### src/rtl/mips_pkg.sv
// Shared MIPS definitions: opcode constants, fetch FSM encoding and next-PC arithmetic.
package mips_pkg;

  localparam logic [5:0] OP_RTYPE = 6'b000000;
  localparam logic [5:0] OP_LW    = 6'b100011;
  localparam logic [5:0] OP_SW    = 6'b101011;
  localparam logic [5:0] OP_BEQ   = 6'b000100;

  typedef enum logic [1:0] {
    StRst   = 2'd0,
    StFetch = 2'd1,
    StHold  = 2'd2
  } fetch_state_e;

  // Branch offset: IMM sign-extended to 30 bits, then shifted left 2; wraps modulo 2^32.
  function automatic logic [31:0] next_pc(input logic [31:0] pc,
                                          input logic [15:0] imm,
                                          input logic        taken);
    logic [31:0] seq;
    logic [31:0] off;
    seq = pc + 32'd4;
    off = {{14{imm[15]}}, imm, 2'b00};
    return taken ? seq + off : seq;
  endfunction

endpackage

### src/rtl/pc_next.sv
// Combinational next-PC adder/mux, reusable by the datapath.
module pc_next
  import mips_pkg::*;
(
  input  logic [31:0] pc,
  input  logic [15:0] imm,
  input  logic        taken,
  output logic [31:0] pc_plus4,
  output logic [31:0] npc
);

  assign pc_plus4 = pc + 32'd4;
  assign npc      = next_pc(pc, imm, taken);

endmodule

### src/rtl/fetch_unit.sv
// Instruction fetch front end: PC, imem req/ack, instruction register and field decode.
module fetch_unit
  import mips_pkg::*;
#(
  parameter logic [31:0] RESET_PC = 32'h0000_0000,
  parameter int unsigned CNT_W    = 32
) (
  input  logic             clk,
  input  logic             rst,
  output logic             imem_req,
  output logic [31:0]      imem_addr,
  input  logic             imem_ack,
  input  logic [31:0]      imem_rdata,
  output logic             instr_valid,
  input  logic             instr_ready,
  input  logic             Branch,
  input  logic             Zero,
  output logic [5:0]       OPCODE,
  output logic [4:0]       RS,
  output logic [4:0]       RT,
  output logic [4:0]       RD,
  output logic [4:0]       SHAMT,
  output logic [5:0]       FUNCT,
  output logic [15:0]      IMM,
  output logic [31:0]      pc_plus4,
  output logic [CNT_W-1:0] retired
);

  fetch_state_e     state_q, state_d;
  logic [31:0]      pc_q, pc_d;
  logic [31:0]      ir_q, ir_d;
  logic [CNT_W-1:0] retired_q, retired_d;
  logic [31:0]      npc;
  logic             consume;

  assign consume = (state_q == StHold) && instr_ready;

  pc_next u_pc_next (
    .pc       (pc_q),
    .imm      (ir_q[15:0]),
    .taken    (Branch & Zero),
    .pc_plus4 (pc_plus4),
    .npc      (npc)
  );

  always_ff @(posedge clk) begin
    if (rst) begin
      state_q   <= StRst;
      pc_q      <= RESET_PC & ~32'h3;
      ir_q      <= '0;
      retired_q <= '0;
    end else begin
      state_q   <= state_d;
      pc_q      <= pc_d;
      ir_q      <= ir_d;
      retired_q <= retired_d;
    end
  end

  always_comb begin
    state_d = state_q;
    unique case (state_q)
      StRst:   state_d = StFetch;
      StFetch: if (imem_ack) state_d = StHold;
      StHold:  if (instr_ready) state_d = StFetch;
      default: state_d = StRst;
    endcase
  end

  // Acks are only meaningful in FETCH; stray acks never touch IR.
  always_comb begin
    ir_d      = ir_q;
    pc_d      = pc_q;
    retired_d = retired_q;
    if ((state_q == StFetch) && imem_ack) ir_d = imem_rdata;
    if (consume) begin
      pc_d      = npc;
      retired_d = retired_q + CNT_W'(1);
    end
  end

  always_comb begin
    imem_req    = (state_q == StFetch);
    instr_valid = (state_q == StHold);
  end

  assign imem_addr = pc_q;
  assign retired   = retired_q;
  assign OPCODE    = ir_q[31:26];
  assign RS        = ir_q[25:21];
  assign RT        = ir_q[20:16];
  assign RD        = ir_q[15:11];
  assign SHAMT     = ir_q[10:6];
  assign FUNCT     = ir_q[5:0];
  assign IMM       = ir_q[15:0];

endmodule

### config.mk
export PLATFORM = sky130hd
export DESIGN_NAME = fetch_unit
export DESIGN_NICKNAME = d
export VERILOG_FILES = /design/src/rtl/mips_pkg.sv /design/src/rtl/pc_next.sv /design/src/rtl/fetch_unit.sv
export SDC_FILE = /design/constraint.sdc
export NUM_CORES = 1
export LEC_CHECK = 0
export CAP_MARGIN = 30
export CORE_ASPECT_RATIO = 1.25
export CORE_MARGIN = 3
export CORE_UTILIZATION = 44
export DETAILED_ROUTE_END_ITERATION = 10
export MAX_ROUTING_LAYER = met4
export PLACE_DENSITY = 0.82
export SETUP_SLACK_MARGIN = 0.15
export SYNTH_ARGS = -nofsm -noshare
export SYNTH_HDL_FRONTEND = slang
export SYNTH_HIERARCHICAL = 1
export SYNTH_SLANG_ARGS = --single-unit
### constraint.sdc
create_clock -name clk -period 3.4 [get_ports clk]
set_input_delay 0.68 -clock clk [delete_from_list [all_inputs] [get_ports clk]]
set_output_delay 0.68 -clock clk [all_outputs]
set_load 0.01 [all_outputs]
==> summary.txt <==
STA
  • Slew Limit Fails: 0
  • Final setup fails: 9
  • Crit path time final: 3650 ps
  • Fin. Hold Viols: 0
  • Worst clock skew: 9.22 ps
  • RSZ-0062 raised after global routing: yes
  • Slew @ Worst Pin: 642 ps
  • Final period util: 107%
  • Setup TNS: -1390 ps
  • Slew HR: 57.2%
  • Hold slack: 454 ps
  • Min setup slack post-route: -253 ps
  • FMAX: 274 MHz

Synthesis
  • Post-Syn Area: 6290 um2
  • Synth unique cells: 60
  • Synthesized netlist cell count: 820
  • Syn nets: 896
  • Post-synth EDFFs: 0
  • Synth cell count leaders: nand2_1 (172), a21oi_1 (128), dfxtp_1 (98)
  • Seq/Total Area, Yosys: 31.2%
  • Area contributors post-synth: dfxtp_1 (31%), nand2_1 (10%), a21oi_1 (10%)
  • Most common cell in the netlist: nand2_1
  • Top_reg_cell synth: dfxtp_1
  • Average size of a mapped cell: 7.67 um2
  • Seq cells post-synth: 98
  • Yosys top cell by area: dfxtp_1
  • Ys async rst share: 0%
  • Yosys top cell area share: 31.2%
  • Synth warn: 6

Flow run
  • Max_cap viols: 0

Layout
  • Layout cells sized above 1: 24.0%
  • Filler Cell Count: 1015
  • Area of the multi-input gates: 4470 um2
  • Ant diodes: 0
  • Seq. cell area: 2000 um2
  • Number of nets in the layout: 1169
  • Finished Cell Area: 9930 um2
  • P&R area growth vs syn: 57.9%
  • Final non-filler cell total: 1273

Clock network
  • Clock Sinks: 98
  • Max clock buf depth: 2
  • Clk slew on worst S/H paths: 70 ps
  • Worst-Skew Late Latency: 350 ps
  • CTS Root Cell: clkbuf_16
  • CTS tree: done
  • TritonCTS Buffers: 9
  • H-tree Lvls: 3

Setup path
  • Critical Path Source Type: register
  • Worst Path Arrival: 3880 ps
  • Max stage delay cell, worst path: a2111oi_4
  • CP cell instances: nand4_1 > buf_4 > nor2_4 > nand3_4 > xnor2_4 > ha_4 > a211o_1 > a2111oi_4 > a21oi_2 > a221o_1 > a31oi_4 > buf_6 > o211ai_4 > a2111oi_4 > nor3_2 > nand2_1 > a21oi_2
  • CP endpoint kind: register
  • Critical Path Max Stage Delay: 410 ps
  • CP max FO: 4
  • Worst EP required: 3630 ps
  • CP Class: register to register

Worst hold path
  • HP Class: register to register

Placed design
  • Port Buf Inserts: 183
  • DP HPWL: 15400 um
  • Placement Setup Slack: -101 ps
  • DP Area: 9070 um2
  • Dpl cells: 1238
  • RD Place Congestion: 0.901

GRT
  • Vias in the first global route: 6935
  • Total grt overflow: 0
  • All-Layer GR Usage: 26.3%
  • Largest net degree at the start of global routing: 48
  • First-pass GRT wire length: 33300 um
  • Initial antenna violation count: 0

Power
  • Power per cell area: 272 nW/um2
  • Lkg Pwr: 4.10 nW
  • VDD IR max: 352 uV

Run status
  • Status: complete, but fails checks
  • Failing checks: negative setup slack

Die
  • Die width: 113 um
  • # rows: 48
  • Core Box Area: 13900 um2
  • IO Count: 184
  • Area of the die: 15800 um2
  • Starting Density: 45.3%
  • Die Span Y: 140 um

Detailed routing
  • Residual DRC count: 0
  • Vias: 7052
  • First-pass DRT Iterations: 6
  • Number of vias per cell: 5.54
  • Antenna Nets Post-Route: 0
  • Drt total wl: 21700 um
  • Drt wl/cell: 17.0 um
  • Iteration-0 DRC count of the detailed router: 416
==> kinds of logic (layout without fill, tap and decap cells) <==
group,count (synthesis),count (layout),share of synthesized area [%]
compound gates,203,203,18.9
xor+xnor,63,63,8.78
fa+ha+maj,38,38,7.68
buf+inv,66,344,5.91
flops,98,98,31.2
mux,7,7,1.29
simple gates,345,345,26.2
==> per-stage QoR <==
stage	total power [mW]	util, %
finish	2.70	71.5
global route	2.79	71.5
CTS	2.71	69.5
detailed placement	1.56	65.3
global placement	1.55	65.3
floorplan	1.40	-
==> layout by cell type (no fill, tap or decap), types with 9 or more instances in the layout <==
cell type,count
xnor2_2,14
a21o_1,9
nor2_1,49
clkbuf_16,9
buf_4,130
dfxtp_1,84
or4_1,13
nand3_1,25
ha_1,31
nand2_1,170
and3_1,9
clkdlybuf4s50_1,173
inv_1,10
o21ai_0,16
a21oi_2,9
o31ai_1,14
xor2_1,22
xnor2_1,19
a21oi_1,119
nand4_1,17
==> metal layers <==
layer | track usage (%) | share of wire (%) | vias up
met4 | 13.0 | 3.7 | 0
met2 | 46.3 | 52 | 281
li1 | - | - | 3406
met1 | 28.7 | 39 | 3299
met3 | 3.83 | 4.9 | 66
met5 | - | 0 | -
==> state kept, by name, indices dropped and copies added, names as in the netlist <==
register   flops
imem_addr     32
ir_q          32
retired       32
state_q        2
==> worst max-delay path: cells and delay by family (launching register included) <==
kind	cells	cell delay [ps]
and+or+nand+nor	5	550
AOI/OAI and AO/OA	8	1880
buffers and inverters	2	330
xor gates and xnor gates	1	190
DFF	1	350
adders and majority gates	1	220
==> path summary, 6_finish.rpt <==
kind	slack, ps	from	endpoint	depth (start not counted)
max	-250	imem_addr[9]	imem_addr[29]	17
min	450	ir_q[16]	ir_q[16]	2
max reg2reg	-250	imem_addr[9]	imem_addr[29]	17
min reg2reg	450	ir_q[16]	ir_q[16]	2
==> report_power, final <==
part	total, mW	switching, mW	leakage (nW)	internal (mW)
clock network	1.15	0.494	0.163	0.659
logic	0.360	0.178	3.13	0.182
registers	1.19	0.0250	0.802	1.16
total	2.70	0.697	4.10	2.01
==> layout make-up <==
cell class | instances | area share [%]
repair buffers | 318 | 28.9
well taps | 175 | 2.21
flip-flops and latches | 98 | 20.1
inverters | 10 | 0.378
multi-input cells | 656 | 45.0
clock inverters | 7 | 1.07
clock buffers | 9 | 2.27
==> repair_timing <==
action / in CTS / in global routing
hold buffers: 0 / 0
resized for setup: 33 / 55
setup endpoints to repair: 19 / 27
buffers inserted: 12 / 7
pin swaps: 19 / 24
cloned: 0 / 0
No activity file was read; power rests on OpenSTA's default activity.
